## config.mk

```make
export PLATFORM = sky130hd
export DESIGN_NAME = arps_axil_bram_bridge
export DESIGN_NICKNAME = d
export VERILOG_FILES = /design/src/rtl/arps_axil_bram_bridge.sv
export SDC_FILE = /design/constraint.sdc
export NUM_CORES = 1
export LEC_CHECK = 0
export ABC_AREA = 1
export CAP_MARGIN = 10
export CORE_AREA = 4 4 137 139
export DETAILED_ROUTE_END_ITERATION = 7
export DIE_AREA = 0 0 141 143
export PLACE_DENSITY = 0.59
export SYNTH_ARGS = -nofsm -noshare
export SYNTH_HDL_FRONTEND = slang
export SYNTH_SLANG_ARGS = --single-unit
```

## constraint.sdc

```tcl
create_clock -name clk -period 1.5 [get_ports clk]
set_input_delay 0.15 -clock clk [delete_from_list [all_inputs] [get_ports clk]]
set_output_delay 0.15 -clock clk [all_outputs]
set_load 0.02 [all_outputs]
```

## src/rtl/arps_axil_bram_bridge.sv

```systemverilog
// arps_axil_bram_bridge
//   AXI4-Lite slave that gives the PS host access to the ARPS accelerator's
//   BRAM banks (current frame, reference frame, motion vectors) through their
//   A-ports. It also provides a small control/status region used to start the
//   core and observe its completion. While the core runs (busy), bank accesses
//   are refused with SLVERR. Accesses to unmapped regions return DECERR.
//
//   Byte address layout: [region(2) | word index(BANK_ADDR_WIDTH) | byte offset]
//   Regions 0..NUM_BANKS-1 map to banks, and region 3 is control.
//   Control word 0 is CTRL (bit0 = start). Control word 1 is STATUS:
//   reads return {done, busy, ready_i}, and writing bit2 clears done.
//
// Ports
//   clk, rst           system clock, synchronous active-high reset
//   s_axi_*            AXI4-Lite slave (AW, W, B, AR, R channels)
//   start_o            one-cycle start pulse to the ARPS core
//   ready_i            ARPS core ready level
//   bram_en_o          per-bank enable
//   bram_we_o          per-bank byte write enables
//   bram_addr_o        per-bank word address
//   bram_wdata_o       per-bank write data
//   bram_rdata_i       per-bank read data (BRAM_LATENCY cycles after enable)

module arps_axil_bram_bridge #(
  parameter int DATA_WIDTH      = 32,
  parameter int BANK_ADDR_WIDTH = 12,
  parameter int NUM_BANKS       = 3,
  parameter int BRAM_LATENCY    = 1,
  parameter int AXI_ADDR_WIDTH  = BANK_ADDR_WIDTH + 2 + $clog2(DATA_WIDTH/8)
) (
  input  logic                                   clk,
  input  logic                                   rst,
  input  logic [AXI_ADDR_WIDTH-1:0]              s_axi_awaddr,
  input  logic                                   s_axi_awvalid,
  output logic                                   s_axi_awready,
  input  logic [DATA_WIDTH-1:0]                  s_axi_wdata,
  input  logic [DATA_WIDTH/8-1:0]                s_axi_wstrb,
  input  logic                                   s_axi_wvalid,
  output logic                                   s_axi_wready,
  output logic [1:0]                             s_axi_bresp,
  output logic                                   s_axi_bvalid,
  input  logic                                   s_axi_bready,
  input  logic [AXI_ADDR_WIDTH-1:0]              s_axi_araddr,
  input  logic                                   s_axi_arvalid,
  output logic                                   s_axi_arready,
  output logic [DATA_WIDTH-1:0]                  s_axi_rdata,
  output logic [1:0]                             s_axi_rresp,
  output logic                                   s_axi_rvalid,
  input  logic                                   s_axi_rready,
  output logic                                   start_o,
  input  logic                                   ready_i,
  output logic [NUM_BANKS-1:0]                   bram_en_o,
  output logic [NUM_BANKS*DATA_WIDTH/8-1:0]      bram_we_o,
  output logic [NUM_BANKS*BANK_ADDR_WIDTH-1:0]   bram_addr_o,
  output logic [NUM_BANKS*DATA_WIDTH-1:0]        bram_wdata_o,
  input  logic [NUM_BANKS*DATA_WIDTH-1:0]        bram_rdata_i
);

  localparam int         STRB_WIDTH  = DATA_WIDTH / 8;
  localparam int         BYTE_OFF    = $clog2(STRB_WIDTH);
  localparam logic [1:0] RESP_OKAY   = 2'b00;
  localparam logic [1:0] RESP_SLVERR = 2'b10;
  localparam logic [1:0] RESP_DECERR = 2'b11;
  localparam logic [1:0] REGION_CTRL = 2'd3;

  typedef enum logic [1:0] {IDLE, WR_RESP, RD_WAIT, RD_RESP} state_t;

  state_t state, state_next;

  logic                       busy, done, ready_q;
  logic [1:0]                 rd_bank;
  logic [1:0]                 wait_cnt;
  logic                       wait_done;
  logic                       wr_fire, rd_fire;
  logic [DATA_WIDTH-1:0]      rd_bank_data;
  logic [DATA_WIDTH-1:0]      ctrl_rdata;

  logic [1:0]                 aw_region, ar_region;
  logic [BANK_ADDR_WIDTH-1:0] aw_word, ar_word;
  logic                       aw_is_bank, ar_is_bank;
  logic                       unused_addr_bits;

  assign aw_region  = s_axi_awaddr[AXI_ADDR_WIDTH-1 -: 2];
  assign ar_region  = s_axi_araddr[AXI_ADDR_WIDTH-1 -: 2];
  assign aw_word    = s_axi_awaddr[BYTE_OFF +: BANK_ADDR_WIDTH];
  assign ar_word    = s_axi_araddr[BYTE_OFF +: BANK_ADDR_WIDTH];
  assign aw_is_bank = (32'(aw_region) < NUM_BANKS);
  assign ar_is_bank = (32'(ar_region) < NUM_BANKS);
  assign unused_addr_bits = ^{s_axi_awaddr[BYTE_OFF-1:0], s_axi_araddr[BYTE_OFF-1:0]};

  // A wait counter value of BRAM_LATENCY-1 marks the last RD_WAIT cycle.
  // The BRAM output is valid in that cycle and is captured at its end.
  assign wait_done = (wait_cnt == 2'(BRAM_LATENCY - 1));

  assign s_axi_bvalid = (state == WR_RESP);
  assign s_axi_rvalid = (state == RD_RESP);

  always_ff @(posedge clk) begin
    if (rst) state <= IDLE;
    else     state <= state_next;
  end

  // The address/data readies are combinational so a handshake and its BRAM
  // access land in the same cycle. A write wins over a simultaneous read.
  always_comb begin
    state_next    = state;
    s_axi_awready = 1'b0;
    s_axi_wready  = 1'b0;
    s_axi_arready = 1'b0;
    wr_fire       = 1'b0;
    rd_fire       = 1'b0;
    case (state)
      IDLE: begin
        if (!rst) begin
          if (s_axi_awvalid && s_axi_wvalid) begin
            s_axi_awready = 1'b1;
            s_axi_wready  = 1'b1;
            wr_fire       = 1'b1;
            state_next    = WR_RESP;
          end else if (s_axi_arvalid) begin
            s_axi_arready = 1'b1;
            rd_fire       = 1'b1;
            state_next    = (ar_is_bank && !busy) ? RD_WAIT : RD_RESP;
          end
        end
      end
      WR_RESP: if (s_axi_bready) state_next = IDLE;
      RD_WAIT: if (wait_done)    state_next = RD_RESP;
      RD_RESP: if (s_axi_rready) state_next = IDLE;
      default: state_next = IDLE;
    endcase
  end

  // Only the addressed bank sees a non-zero address or data word. Every
  // other lane stays at zero.
  always_comb begin
    bram_en_o    = '0;
    bram_we_o    = '0;
    bram_addr_o  = '0;
    bram_wdata_o = '0;
    for (int b = 0; b < NUM_BANKS; b++) begin
      if (wr_fire && aw_is_bank && !busy && aw_region == 2'(b)) begin
        bram_en_o[b] = 1'b1;
        bram_we_o[b*STRB_WIDTH +: STRB_WIDTH]           = s_axi_wstrb;
        bram_addr_o[b*BANK_ADDR_WIDTH +: BANK_ADDR_WIDTH] = aw_word;
        bram_wdata_o[b*DATA_WIDTH +: DATA_WIDTH]        = s_axi_wdata;
      end else if (rd_fire && ar_is_bank && !busy && ar_region == 2'(b)) begin
        bram_en_o[b] = 1'b1;
        bram_addr_o[b*BANK_ADDR_WIDTH +: BANK_ADDR_WIDTH] = ar_word;
      end
    end
  end

  always_comb begin
    rd_bank_data = '0;
    for (int b = 0; b < NUM_BANKS; b++) begin
      if (rd_bank == 2'(b)) rd_bank_data = bram_rdata_i[b*DATA_WIDTH +: DATA_WIDTH];
    end
  end

  always_comb begin
    ctrl_rdata = '0;
    if (ar_word == BANK_ADDR_WIDTH'(1)) ctrl_rdata = {{(DATA_WIDTH-3){1'b0}}, done, busy, ready_i};
  end

  // Responses, read data capture and core start/completion tracking.
  // If a ready_i rising edge and a done-clear land together, the later
  // assignment to done (the set) wins.
  always_ff @(posedge clk) begin
    if (rst) begin
      busy        <= 1'b0;
      done        <= 1'b0;
      ready_q     <= 1'b0;
      start_o     <= 1'b0;
      s_axi_bresp <= RESP_OKAY;
      s_axi_rresp <= RESP_OKAY;
      s_axi_rdata <= '0;
      rd_bank     <= 2'd0;
      wait_cnt    <= 2'd0;
    end else begin
      ready_q <= ready_i;
      start_o <= 1'b0;

      if (wr_fire) begin
        if (aw_is_bank)                   s_axi_bresp <= busy ? RESP_SLVERR : RESP_OKAY;
        else if (aw_region == REGION_CTRL) s_axi_bresp <= RESP_OKAY;
        else                              s_axi_bresp <= RESP_DECERR;

        if (aw_region == REGION_CTRL) begin
          if (aw_word == '0 && s_axi_wstrb[0] && s_axi_wdata[0] && !busy) begin
            start_o <= 1'b1;
            busy    <= 1'b1;
          end
          if (aw_word == BANK_ADDR_WIDTH'(1) && s_axi_wstrb[0] && s_axi_wdata[2]) done <= 1'b0;
        end
      end

      if (ready_i && !ready_q && busy) begin
        busy <= 1'b0;
        done <= 1'b1;
      end

      if (rd_fire) begin
        rd_bank  <= ar_region;
        wait_cnt <= 2'd0;
        if (ar_is_bank) begin
          if (busy) begin
            s_axi_rdata <= '0;
            s_axi_rresp <= RESP_SLVERR;
          end
        end else if (ar_region == REGION_CTRL) begin
          s_axi_rdata <= ctrl_rdata;
          s_axi_rresp <= RESP_OKAY;
        end else begin
          s_axi_rdata <= '0;
          s_axi_rresp <= RESP_DECERR;
        end
      end

      if (state == RD_WAIT) begin
        if (wait_done) begin
          s_axi_rdata <= rd_bank_data;
          s_axi_rresp <= RESP_OKAY;
        end else begin
          wait_cnt <= wait_cnt + 2'd1;
        end
      end
    end
  end

endmodule

```

==> results.json, run 1 <==
{
  "outcome": "finished, violations left",
  "violations": "setup timing",
  "die_y_um": 143,
  "ys_seq_area_share_pct": 23.9,
  "cts-root-buf": "clkbuf_16",
  "critPathKind": "reg2out",
  "yosysUniqueCellTypes": 30,
  "num_vias": 5919,
  "cp_slowest_cell": "dfxtp_2",
  "postSynthAreaPerCell_um2": 5.67,
  "dr.pass1.iters": 4,
  "drive_above_1_share_pct": 40.2,
  "maxCapViolCount": 0,
  "ys_ff_latch": 45,
  "yosys_warnings": 0,
  "hpwlAfterDp_um": 17100,
  "worstPathCellList": "nor2_4 > nand2_4 > nor2_8 > nand4_4 > buf_4 > buf_6 > buf_8 > nor2_4 > buf_6",
  "crit_path_end_kind": "output pin",
  "clock_path_buffers": 2,
  "synth.cell_area_mm2": 0.00377,
  "io_pins": 361,
  "cp.arrival_ns": 1.86,
  "postCtsHoldBufs": 0,
  "vias_per_cell": 4.46,
  "clk_latency_ns": 0.28,
  "hold_viol_final": 0,
  "gr-total-overflow": 0,
  "coreArea_mm2": 0.0177,
  "finClkSkew_ns": 0.00581,
  "rsz0062_at_grt": "yes",
  "cp_max_fo": 5,
  "dieArea_mm2": 0.0202,
  "die_width_um": 141,
  "finalSetupTns_ns": -59.87,
  "report.final.slew_viol_count": 0,
  "period_share_pct": 134,
  "start_util_pct": 21.4,
  "path_clk_slew_ns": 0.07,
  "pre_cts_slack_ns": -0.953,
  "endpoint": "bram_wdata_o[3]",
  "routed_wl_um": 23000,
  "track_usage_pct": 19.5,
  "timing.fmax_mhz": 498,
  "rr_worst_depth": 9,
  "cts.sinks": 45,
  "r2r-end": "s_axi_rdata[17]",
  "dp_cells": 1272,
  "finalWeightedCongestion": 0.884,
  "cp_slowest_stage_delay_ns": 0.34,
  "period_minus_slack_ns": 2.01,
  "vdd_drop_max_mv": 0.622,
  "hp-class": "in2reg",
  "row_count": 49,
  "rrSetupSlack_ns": 0.01,
  "grt_pass1_wl_um": 31300,
  "p_leak_nw": 4.37,
  "grt_pass1_vias": 5609,
  "first_iter_violations": 256,
  "ctsHtreeMaxLevel": 2,
  "post-route-cell-area_mm2": 0.00998,
  "final_nets": 1270,
  "setup_viol": 148,
  "cts_tree": "yes",
  "finalWorstSetupSlack_ns": -0.507,
  "drc": 0,
  "critPathLaunchType": "register",
  "crit_start": "state[1]",
  "timing.rr.start": "state[1]",
  "stdcell_count": 1327,
  "synth_fp_nets": 839,
  "cts-buffers-inserted": 5,
  "placed_area_mm2": 0.00852,
  "routedWlPerCell_um": 17.4,
  "antenna_found_initial": 1,
  "area_growth_pct": 165,
  "grt_start_max_net_pins": 36,
  "ant_nets": 0,
  "io_buffer_count": 355,
  "power_per_cell_area_mw_per_mm2": 620,
  "crit_required_ns": 1.35,
  "synthCells": 665
}
==> cell families after synthesis <==
group / synth area share (%)
adders and majority gates: 0.663
buffers and inverters: 14.7
and+or+nand+nor: 49.0
other: 0.0994
DFF: 23.9
AOI/OAI and AO/OA: 11.7
==> layer usage <==
metal	global-route usage [%]	vias up	wire [um]
li1	-	2949	-
met1	21.8	2713	8620
met2	36.8	225	12000
met3	5.59	32	1870
met4	4.23	0	506
met5	0	-	0
==> cell usage after synthesis <==
cell type | n | area share [%]
nand2_1 | 177 | 18
nor2_1 | 119 | 12
inv_1 | 80 | 8.0
nand3_1 | 70 | 9.3
dfxtp_1 | 45 | 24
a21oi_1 | 41 | 5.4
o22ai_1 | 24 | 4.0
nor2_2 | 20 | 3.3
buf_2 | 17 | 2.3
clkbuf_1 | 15 | 1.5
nor2_4 | 11 | 3.3
o21ai_0 | 11 | 1.5
o21ai_1 | 6 | 0.80
buf_4 | 3 | 0.60
nand2_2 | 3 | 0.50
buf_6 | 2 | 0.60
buf_8 | 2 | 0.80
ha_1 | 2 | 0.66
inv_2 | 2 | 0.20
nand4_1 | 2 | 0.33
nand4_2 | 2 | 0.66
nor2_8 | 2 | 1.1
nor3_1 | 2 | 0.27
buf_1 | 1 | 0.099
buf_12 | 1 | 0.53
conb_1 | 1 | 0.099
inv_4 | 1 | 0.17
nand3_4 | 1 | 0.46
nand3b_1 | 1 | 0.20
or2_2 | 1 | 0.17
==> timing repair <==
action                                  in CTS  in global routing
buffers inserted                            12                 23
resized for setup                          695                270
pin swaps                                    2                 10
endpoints found under the setup margin     182                185
cloned                                       1                 12
==> cell usage in the layout (no fill, tap or decap), types with 13 or more instances in the layout <==
cell             netlist  layout
a21oi_1               41      41
buf_12                 1      21
buf_4                  3      97
buf_6                  2     110
clkbuf_16              0      13
clkdlybuf4s15_2        0      13
clkdlybuf4s50_1        0     202
dfxtp_1               45      44
inv_1                 80      78
nand2_1              177     161
nand2_4                0      13
nand3_1               70      68
nor2_1               119      45
nor2_2                20      19
nor2_4                11      86
o22ai_2                0      14
==> metrics by stage <==
stage | utilization, % | power (mW) | hold slack [ns]
2_1_floorplan | - | 3.04 | 0.257
3_3_place_gp | 48.2 | 4.63 | 0.430
3_5_place_dp | 48.2 | 4.65 | 0.435
4_1_cts | 49.2 | 5.97 | 0.329
5_1_grt | 56.5 | 6.60 | 0.334
6_report | 56.5 | 6.19 | 0.337
==> sequential cells by signal, indices dropped and copies added, names as in the netlist <==
register and flops:
s_axi_rdata 32, wait_cnt 2, ready_q 1, s_axi_rresp 2
done 1, state 2, s_axi_bresp 1, rd_bank 2
start_o 1, busy 1
==> final cells by class <==
class | count | area (um2)
clock buffer | 6 | 129
antenna | 1 | 2.50
clock inverter | 2 | 38.8
sequential | 45 | 902
timing repair buffer | 465 | 4950
tap | 229 | 287
fill | 1658 | 7670
inverter | 83 | 319
multi-input combinational | 496 | 3350
==> worst min path at each step <==
| stage | startpoint | endpoint | slack (ns) | cells after the start |
|---|---|---|---|---|
| 2_1_floorplan | ready_i | ready_q | 0.26 | 2 |
| 3_3_place_gp | s_axi_rresp[0] | s_axi_rresp[0] | 0.43 | 2 |
| 3_5_place_dp | s_axi_rresp[1] | s_axi_rresp[1] | 0.44 | 2 |
| 4_1_cts | rst | ready_q | 0.33 | 4 |
| 5_1_grt | rst | done | 0.33 | 4 |
| 6_report | rst | done | 0.34 | 4 |
==> critical path: cells and delay by family, from the launching register on <==
kind	cells	cell delay [ns]
flip-flops	1	0.34
buffers and inverters	4	0.57
AND/OR/NAND/NOR	5	0.66
==> where the power goes <==
part	switching [mW]	internal, mW
sequential	0.122	1.42
clock	0.460	0.790
combinational	1.75	1.65
Power figures use the tool's default switching activity.
==> run 2, diff against run 1 <==
PLACE_DENSITY = unset   (was 0.59)
PLACE_DENSITY_LB_ADDON = 0.15   (was unset)
==> run 2 against run 1 <==
Compared with the run above: highest routed layer unchanged; first-iteration DRC count shrank 43%; wire length shrank 5.0%; register-to-register slack lost 0.07 ns; clock power grew 5%; hold slack gained 0.0080 ns; global-route usage grew 0.37 points; the run still ends with setup timing left; non-clock buffer count shrank 28; maximum frequency grew 3.7%; setup slack gained 0.072 ns; die area is the same.
==> results.json, run 2 (synthesized netlist as in run 1, its figures left out) <==
{
  "outcome": "finished, violations left",
  "violations": "setup timing",
  "period_share_pct": 129,
  "whs_path_depth": 5,
  "holdCritStartpoint": "rst",
  "cts-buffers-inserted": 5,
  "grt_pass1_vias": 5718,
  "cp_slowest_cell": "dfxtp_2",
  "die_y_um": 143,
  "routed_wl_um": 21900,
  "rrSetupSlack_ns": -0.06,
  "hold_path_end": "s_axi_rdata[1]",
  "num_vias": 5700,
  "maxCapViolCount": 0,
  "rsz0062_at_grt": "yes",
  "critPathLaunchType": "register",
  "critPathKind": "reg2out",
  "worstPathCellList": "nor2_4 > nand2_4 > nor2_8 > nand4_4 > buf_12 > o22ai_1 > buf_2",
  "clkPwrFrac_pct": 21.8,
  "postCtsHoldBufs": 0,
  "clk_latency_ns": 0.29,
  "cts_tree": "yes",
  "finalWorstSetupSlack_ns": -0.435,
  "crit_path_end_kind": "output pin",
  "io_buffer_count": 355,
  "dieArea_mm2": 0.0202,
  "ant_nets": 0,
  "vdd_drop_max_mv": 0.545,
  "grt_start_max_net_pins": 37,
  "p_int_mw": 3.71,
  "cp.arrival_ns": 1.79,
  "report.final.slew_viol_count": 0,
  "grt_pass1_wl_um": 32000,
  "hp-class": "in2reg",
  "critPathTopFamily": "simple AND/OR/NAND/NOR gates",
  "netSwitchingPower_mw": 2.29,
  "routedWlPerCell_um": 16.8,
  "track_usage_pct": 19.9,
  "pre_cts_slack_ns": -0.943,
  "drive_above_1_share_pct": 36.9,
  "die_width_um": 141,
  "ctsHtreeMaxLevel": 2,
  "layout_common_cells": "clkdlybuf4s50_1, nand2_1, buf_6",
  "rr_worst_depth": 11,
  "setup_viol": 162,
  "hold_viol_final": 0,
  "p_leak_nw": 4.10,
  "final_nets": 1242,
  "pwr-share-seq_pct": 25.6,
  "vias_per_cell": 4.38,
  "cts-root-buf": "clkbuf_16",
  "cp_slowest_stage_delay_ns": 0.33,
  "placed_area_mm2": 0.00849,
  "final_common_cell": "clkdlybuf4s50_1",
  "gr-total-overflow": 0,
  "post-route-cell-area_mm2": 0.00943,
  "crit_required_ns": 1.35,
  "start_util_pct": 21.4,
  "coreArea_mm2": 0.0177,
  "drc": 0,
  "dr.pass1.iters": 4,
  "swShare_pct": 38.2,
  "cp_max_fo": 29,
  "r2r-end": "s_axi_rdata[1]",
  "crit_buf_inv": 2,
  "power_frac_comb_pct": 52.5,
  "first_iter_violations": 145,
  "area_growth_pct": 150,
  "io_pins": 361,
  "antenna_found_initial": 2,
  "finClkSkew_ns": 0.00772,
  "path_clk_slew_ns": 0.07,
  "finalWeightedCongestion": 0.870,
  "clock_path_buffers": 2,
  "timing.rr.start": "state[0]",
  "row_count": 49,
  "period_minus_slack_ns": 1.94,
  "hpwlAfterDp_um": 17500,
  "timing.fmax_mhz": 517,
  "largest-register": "s_axi_rdata",
  "cts.sinks": 45,
  "largest_reg_flops": 32,
  "power_per_cell_area_mw_per_mm2": 637
}
run 2: changes by cell type in the layout (fill, tap and decap cells not counted), moves of 6 or more:
cell	previous run	this run
buf_4	97	89
nand2_4	13	1
buf_8	9	3
buf_12	21	15
nand2_1	161	173
clkdlybuf4s15_2	13	0
run 2: worst max-delay path by stage:
| stage | start | end | cells past startpoint |
|---|---|---|---|
| final | state[0] | bram_addr_o[24] | 7 |
| after global routing | state[0] | bram_addr_o[24] | 7 |
| after CTS | state[1] | bram_wdata_o[53] | 10 |
| after detailed placement | s_axi_awvalid | bram_wdata_o[59] | 11 |
| after global placement | s_axi_awvalid | bram_wdata_o[59] | 11 |
| after floorplan | state[0] | bram_wdata_o[7] | 7 |
run 2: area by class of cell:
type | count | area, um2
repair buffers | 437 | 4540
fillers | 1725 | 8230
diodes | 3 | 7.51
multi-input cells | 496 | 3210
clock inverters | 3 | 47.5
flip-flops and latches | 45 | 903
clock buffers | 5 | 125
well taps | 229 | 287
inverters | 83 | 319
run 2: metal layers:
layer / global-route usage, % / routed length (um) / up-vias / part of all wire, %
met2: 35.5 / 11000 / 227 / 50
met4: 5.66 / 505 / 0 / 2.3
met1: 22.6 / 8410 / 2559 / 38
li1: - / - / 2887 / -
met3: 6.93 / 1980 / 27 / 9.0
met5: 0 / 0 / - / 0
run 2: worst register-to-register path: cells and delay by family (launching register included):
family	cells	cell delay [ns]
buffers and inverters	3	0.40
DFF	1	0.33
and+or+nand+nor	8	0.74
run 2: power by group through the flow:
stage	Sequential (mW)	Clock (mW)	Combinational (mW)
floorplan	1.78	0	1.26
finish	1.54	1.31	3.15
global placement	1.55	0	3.00
global route	1.57	1.39	3.43
detailed placement	1.56	0	3.00
CTS	1.54	1.35	3.05
run 2: timing repair:
item	4_1_cts	5_1_grt
setup buffers	3	4
gates resized for setup	668	286
pin swaps	6	9
cloned	1	6
setup endpoints to repair	176	185
run 2: stage by stage:
step	setup TNS (ns)	cells	util [%]	hold WS (ns)	power, mW
2_1_floorplan	-8.57	665	-	0.257	3.04
3_3_place_gp	-138.12	1278	48.1	0.429	4.55
3_5_place_dp	-137.67	1278	48.1	0.442	4.57
4_1_cts	-63.19	1289	49.9	0.341	5.94
5_1_grt	-66.48	1301	53.4	0.381	6.39
6_report	-50.55	1301	53.4	0.345	6.00
